==> src/rtl/booth_pkg.sv <==
// rtl/booth_pkg.sv - shared types and sizing helper for the radix-4 Booth multiplier
package booth_pkg;

  typedef enum logic [1:0] {IDLE, CALC, DONE} state_e;

  typedef enum logic [2:0] {ZERO, P1, P2, M1, M2} digit_e;

  // Operands are extended by two bits so the last digit also covers unsigned values.
  function automatic int n_iter(input int width);
    return width / 2 + 1;
  endfunction

endpackage

==> src/rtl/cla_adder.sv <==
// rtl/cla_adder.sv - parametrised parallel-prefix carry-lookahead adder with carry-in
module cla_adder #(
  parameter int W = 8
) (
  input  logic [W-1:0] a,
  input  logic [W-1:0] b,
  input  logic         cin,
  output logic [W-1:0] sum
);

  // Only carries into bits 1..W-1 matter, so the prefix tree spans the low W-1 bits.
  localparam int M = W - 1;
  localparam int L = (M > 1) ? $clog2(M) : 0;

  logic [W-1:0] x;
  logic [M-1:0] g0, p0, g_all, p_all;
  logic [W-1:0] c;

  assign x  = a ^ b;
  assign g0 = a[M-1:0] & b[M-1:0];
  assign p0 = x[M-1:0];

  for (genvar l = 0; l < L; l++) begin : g_lvl
    logic [M-1:0] g_in, p_in, g_out, p_out;
    if (l == 0) begin : g_first
      assign g_in = g0;
      assign p_in = p0;
    end else begin : g_next
      assign g_in = g_lvl[l-1].g_out;
      assign p_in = g_lvl[l-1].p_out;
    end
    always_comb begin
      g_out = g_in;
      p_out = p_in;
      for (int i = (1 << l); i < M; i++) begin
        g_out[i] = g_in[i] | (p_in[i] & g_in[i-(1<<l)]);
        p_out[i] = p_in[i] & p_in[i-(1<<l)];
      end
    end
  end

  if (L == 0) begin : g_flat
    assign g_all = g0;
    assign p_all = p0;
  end else begin : g_tree
    assign g_all = g_lvl[L-1].g_out;
    assign p_all = g_lvl[L-1].p_out;
  end

  assign c   = {g_all | (p_all & {M{cin}}), cin};
  assign sum = x ^ c;

endmodule

==> src/rtl/booth_seq_mult.sv <==
// rtl/booth_seq_mult.sv - sequential radix-4 Booth multiplier, one digit per cycle
module booth_seq_mult
  import booth_pkg::*;
#(
  parameter int WIDTH = 16
) (
  input  logic               clk,
  input  logic               rst,
  input  logic               in_valid,
  output logic               in_ready,
  input  logic [WIDTH-1:0]   in_a,
  input  logic [WIDTH-1:0]   in_b,
  input  logic               in_signed,
  output logic               out_valid,
  input  logic               out_ready,
  output logic [2*WIDTH-1:0] out_product,
  output logic               busy
);

  localparam int N_ITER = n_iter(WIDTH);
  localparam int PW     = 2 * WIDTH;
  localparam int EW     = WIDTH + 2;
  localparam int CW     = $clog2(N_ITER);

  state_e        state_q, state_d;
  logic [CW-1:0] iter_q, iter_d;
  logic [PW-1:0] acc_q, acc_d;
  logic [PW-1:0] mcand_q, mcand_d;
  logic [EW-1:0] mplier_q, mplier_d;
  logic          prev_q, prev_d;

  digit_e        digit;
  logic [PW-1:0] term, addend, sum;
  logic          neg;

  // Multiplicand is pre-shifted by two bits per digit, so the term is already at weight 4^i.
  always_comb begin
    digit = ZERO;
    case ({mplier_q[1:0], prev_q})
      3'b001, 3'b010: digit = P1;
      3'b011:         digit = P2;
      3'b100:         digit = M2;
      3'b101, 3'b110: digit = M1;
      default:        digit = ZERO;
    endcase
    term = '0;
    case (digit)
      P1, M1:  term = mcand_q;
      P2, M2:  term = {mcand_q[PW-2:0], 1'b0};
      default: term = '0;
    endcase
    neg    = (digit == M1) || (digit == M2);
    addend = neg ? ~term : term;
  end

  cla_adder #(.W(PW)) u_cla (
    .a   (acc_q),
    .b   (addend),
    .cin (neg),
    .sum (sum)
  );

  always_comb begin
    state_d  = state_q;
    iter_d   = iter_q;
    acc_d    = acc_q;
    mcand_d  = mcand_q;
    mplier_d = mplier_q;
    prev_d   = prev_q;
    case (state_q)
      IDLE: begin
        if (in_valid) begin
          state_d  = CALC;
          iter_d   = '0;
          acc_d    = '0;
          mcand_d  = {{WIDTH{in_signed & in_a[WIDTH-1]}}, in_a};
          mplier_d = {{2{in_signed & in_b[WIDTH-1]}}, in_b};
          prev_d   = 1'b0;
        end
      end
      CALC: begin
        acc_d    = sum;
        mcand_d  = {mcand_q[PW-3:0], 2'b00};
        mplier_d = {2'b00, mplier_q[EW-1:2]};
        prev_d   = mplier_q[1];
        if (iter_q == CW'(N_ITER - 1)) begin
          state_d = DONE;
        end else begin
          iter_d = iter_q + CW'(1);
        end
      end
      DONE: begin
        if (out_ready) begin
          state_d = IDLE;
        end
      end
      default: state_d = IDLE;
    endcase
  end

  always_ff @(posedge clk or posedge rst) begin
    if (rst) begin
      state_q  <= IDLE;
      iter_q   <= '0;
      acc_q    <= '0;
      mcand_q  <= '0;
      mplier_q <= '0;
      prev_q   <= 1'b0;
    end else begin
      state_q  <= state_d;
      iter_q   <= iter_d;
      acc_q    <= acc_d;
      mcand_q  <= mcand_d;
      mplier_q <= mplier_d;
      prev_q   <= prev_d;
    end
  end

  assign in_ready    = (state_q == IDLE);
  assign busy        = (state_q != IDLE);
  assign out_valid   = (state_q == DONE);
  assign out_product = acc_q;

endmodule

==> config.mk <==
export PLATFORM = sky130hd
export DESIGN_NAME = booth_seq_mult
export DESIGN_NICKNAME = d
export VERILOG_FILES = /design/src/rtl/booth_pkg.sv /design/src/rtl/cla_adder.sv /design/src/rtl/booth_seq_mult.sv
export SDC_FILE = /design/constraint.sdc
export NUM_CORES = 1
export LEC_CHECK = 0
export ABC_AREA = 1
export CORE_MARGIN = 8
export CORE_UTILIZATION = 53
export CTS_CLUSTER_DIAMETER = 80
export CTS_CLUSTER_SIZE = 10
export DETAILED_ROUTE_END_ITERATION = 10
export PLACE_DENSITY = 0.84
export SLEW_MARGIN = 15
export SYNTH_ARGS = -nofsm -noshare
export SYNTH_HDL_FRONTEND = slang
export SYNTH_SLANG_ARGS = --single-unit
==> constraint.sdc <==
create_clock -name clk -period 6.8 [get_ports clk]
set_input_delay 1.7 -clock clk [delete_from_list [all_inputs] [get_ports clk]]
set_output_delay 1.7 -clock clk [all_outputs]
set_load 0.01 [all_outputs]
# Word-level counts from Yosys, hierarchy flattened
# Index checks and enable logic that the tools add are counted.
# classes
addsub	1
eq_ne	17
n_mux	18
bitwise	380
n_reduce_logical	11
# op_table
op	count
1-bit bitwise AND	250
32-bit one-hot mux with 2 select lines	3
1-bit bitwise OR	124
32-bit 2-to-1 mux	3
32-bit XOR	2
31-bit bitwise AND	2
18-bit one-hot mux with 2 select lines	1
32-bit inverter	1
31-bit bitwise OR	1
18-bit 2-to-1 mux	1
3-bit by 2-bit == test with 1-bit output (second input constant)	4
3-bit == test (second input constant)	4
3-bit one-hot mux with 4 select lines	1
4-bit 2-to-1 mux	2
4-bit one-hot mux with 2 select lines	1
2-bit OR reduction	4
3-bit by 1-bit == test with 1-bit output (second input constant)	2
2-bit 2-to-1 mux	3
2-bit != test (second input constant)	3
2-bit one-hot mux with 3 select lines	1
3-bit AND reduction	2
4-bit by 1-bit adder with 4-bit output (second input constant)	1
4-bit == test (second input constant)	1
2-bit nonzero test	2
8 further kinds	8
# totals
ff_bits	89
input_bits	37
out_inout_bits	35
wordCells	433

# Longest topological paths before layout
# depth
word_depth	21
ltp_mapped	21

# Hierarchy
# From an unflattened synthesis, not the netlist that was laid out.
# hier_totals
cells_unflattened	1086
hier_area_um2	7045.5
# modules_own_cells
module	n_inst	cells_each	area_each_um2	seq_area_each_um2
booth_seq_mult	1	574	4569.4	2202.1
cla_adder	1	512	2476.1	0.0

# Worst setup path after synthesis
# No wires, ideal clock.
# synth_path
kind	input port to flip-flop
startpoint	input in_valid
endpoint	register mcand_q[16]
setup_time_ps	139
arrival_time_ps	2384
path_slack_ps	4277
cell_stages	6
cell_sequence	nand2_2 > nand2_4 > inv_2 > a31oi_4 > buf_6 > a22oi_1
# synth_between
elab_chain_cells	2
# synth_lines
item	line_no	text
start, declared	booth_seq_mult.sv:9	input logic in_valid,
2-bit != test (no source line)	--	
2-bit AND reduction (no source line)	--	
end signal, assigned	booth_seq_mult.sv:113	mcand_q <= mcand_d;
end, declared	booth_seq_mult.sv:28	logic [PW-1:0] mcand_q, mcand_d;
# Every way passes these cells.
# A chain may end at the register's enable or synchronous reset.

# Worst setup path after layout
# layout_path
startpoint	input in_valid
endpoint	register mcand_q[25]
# Same word-level chain as after synthesis.

==> key figures <==
CTS
  – CTS root buf: clkbuf_16
  – CTS Sinks: 88
  – Clock transition at path regs: 0.06 ns
  – Clock Latency Late Sink: 0.35 ns
  – Clk buf depth: 2
  – CTS H-tree depth: 3
  – CTS Buf Count: 9
  – # resized after CTS: 0
  – CTS tree: yes
  – # hold bufs at CTS: 0
  – Post CTS Setup Buffer Count: 0

GRT
  – Congestion Overflow GR: 0
  – Global-route wire length before repair: 28400 um
  – GRT Overall Usage: 21.5%
  – Largest net degree at the start of global routing: 93
  – Initial antenna violation count: 0
  – Vias in the first global route: 6121

Critical path
  – CP Max Fanout: 61
  – Critical Path AT: 3.95 ns
  – Critical Path End Type: register
  – WS Path Type: input pin to register
  – CP required: 6.98 ns
  – Worst Setup Start Kind: input pin

Timing
  – Tightest Pin Transition: 1.07 ns
  – Fmax: 0.265 GHz
  – Final Hold Fails: 0
  – Worst slew margin: 28.6%
  – Count of pins over their slew limit: 0
  – Clock skew: 0.00442 ns
  – Tcrit/Tclk final: 55.4%
  – Fin worst setup slack: 3.03 ns
  – Endpoints failing setup: 0
  – RSZ-0062 raised after global routing: false
  – Final setup TNS: 0 ns
  – Post-layout min period: 3.77 ns

Floorplan
  – Chip width: 129 um
  – Die Height: 129 um
  – Row cnt: 41
  – Top-level I/O count: 72
  – Starting Density: 53.8%
  – Placeable Area: 0.0125 sq mm
  – Die area: 0.0165 sq mm

Placement
  – Number of buffers added on ports: 71
  – Pre-CTS setup slack: 2.68 ns
  – Gp weighted congestion: 0.945
  – Post-DP HPWL: 12700 um

Synthesis
  – Compound-cell area share of the yosys netlist: 16.6%
  – Yosys warns: 0
  – Synth Register Bits: 88
  – Post-synthesis mux area share: 0%
  – Register area share after synthesis: 32.8%
  – Post-Synth XOR/XNOR Area: 4.70%
  – Synth top area share: 32.8%
  – Synth Area in Simple Gates: 27.9%
  – Largest family of logic cells by synthesized area: simple AND/OR/NAND/NOR gates
  – Number of distinct library cells after synthesis: 39
  – Main area contributors after synthesis: dfrtp_1 (33%), nand2_1 (18%), inv_1 (8.1%)
  – Gate Count Post-Synth: 991
  – Syn_area_per_cell: 6.77 sq um
  – Yosys top cell by area: dfrtp_1
  – Fraction of the mapped netlist area in adder cells: 7.27%
  – Syn_nets: 1067
  – EDFF count, synth: 0
  – Primary FF master, synth: dfrtp_1
  – Post-Synthesis Cell Area: 0.00671 sq mm
  – Synth async-reset ratio: 100%

Status
  – Outcome: complete, no violations

Detailed routing
  – Final wirelength: 17000 um
  – ANT nets after route: 0
  – Initial DRC Count: 445
  – Drt drc: 0
  – Total number of vias: 6482
  – Vias per inst: 5.32
  – Post-DR wirelength/cell: 14.0 um
  – TritonRoute pass-1 iters: 5

Min path
  – Hold WC Path Type: register to register

Job
  – Total of max-cap violations: 0

Final layout
  – # nets final: 1118
  – N_diodes: 0
  – Layout cells sized above 1: 3.35%
  – Area grow syn2layout: 16.2%
==> layer usage <==
layer / track usage (%) / share of wire, % / vias to the layer above
met1: 28.1 / 46 / 3000
met5: 0 / 0 / -
met2: 34.9 / 46 / 163
met4: 8.85 / 2.5 / 0
li1: - / - / 3292
met3: 3.19 / 5.0 / 27
==> worst max-delay path, cell delays in order <==
cell and delay (ns):
clkdlybuf4s50_1 0.47, nand2_2 0.09, nand2_4 0.39, inv_2 0.54, a31oi_4 0.59, a22oi_1 0.13
==> cells in the final DEF (no fill, tap or decap), types with 15 or more instances in the layout <==
cell | netlist | final
nand2_1 | 315 | 315
nor2_1 | 75 | 74
o211ai_1 | 23 | 23
o21ai_0 | 58 | 58
a22oi_1 | 15 | 15
xor2_1 | 32 | 32
ha_1 | 39 | 39
nand3_1 | 48 | 48
a21oi_1 | 36 | 36
clkdlybuf4s50_1 | 0 | 71
inv_1 | 145 | 144
o22ai_1 | 31 | 31
dfrtp_1 | 88 | 88
==> path summary, 6_finish.rpt <==
| kind | cells past startpoint | end | slack [ns] | startpoint |
|---|---|---|---|---|
| worst max-delay path | 6 | mcand_q[25]$_DFFE_PP0P_ | 3.03 | in_valid |
| worst min-delay path | 2 | mplier_q[11]$_DFFE_PP0P_ | 0.49 | mplier_q[11]$_DFFE_PP0P_ |
| worst max register to register | 7 | mcand_q[25]$_DFFE_PP0P_ | 3.07 | state_q[1]$_DFFE_PP0P_ |
| worst min register to register | 2 | mplier_q[11]$_DFFE_PP0P_ | 0.49 | mplier_q[11]$_DFFE_PP0P_ |
| max in group asynchronous | 3 | out_product[8]$_DFFE_PP0P_ | 3.98 | rst |
| min in group asynchronous | 2 | out_product[30]$_DFFE_PP0P_ | 1.64 | rst |
==> registers in the layout (all words and copies together) (netlist names) <==
name	count
state_q	2
prev_q	1
mplier_q	17
iter_q	4
mcand_q	32
out_product	32
==> cells in the mapped netlist, types with 2 or more instances <==
cell type and n:
nand2_1 315, inv_1 145, dfrtp_1 88, nor2_1 75, o21ai_0 58, nand3_1 48
ha_1 39, a21oi_1 36, xor2_1 32, o22ai_1 31, o211ai_1 23, buf_2 19
a22oi_1 15, clkbuf_1 11, nor3_1 6, o21bai_1 5, nand2_2 4, o21ai_1 4
o31ai_1 4, xnor2_1 4, nand3b_1 3, o21a_1 3, inv_2 2, nand3_2 2
nand4_1 2, nor2_2 2, nor4_1 2, or2_2 2
==> final cells by class <==
type | instances | area [sq um]
inverter | 148 | 559
multi-input combinational | 722 | 3810
sequential | 88 | 2200
clock buffer | 10 | 229
clock inverter | 5 | 57.6
tap | 172 | 215
fill | 1148 | 4670
timing repair buffer | 73 | 726
==> per-stage QoR <==
stage	std cells	hold slack, ns	area, sq um	util (%)
2_1_floorplan	991	0.452	6710	-
3_3_place_gp	1203	0.470	7500	60.2
3_5_place_dp	1203	0.478	7500	60.2
4_1_cts	1218	0.496	7790	62.5
5_1_grt	1218	0.509	7800	62.5
6_report	1218	0.491	7800	62.5
==> logic make-up (layout without fill, tap and decap cells) <==
group           count (synthesis)  count (layout)
simple gates                  463             463
flops                          88              88
xor+xnor                       36              36
buf+inv                       181             236
fa+ha+maj                      39              39
compound gates                184             184
Power is left out: the tool's default activity adds up to more than one toggle a clock period on the data nets, which glitch-free logic cannot reach.
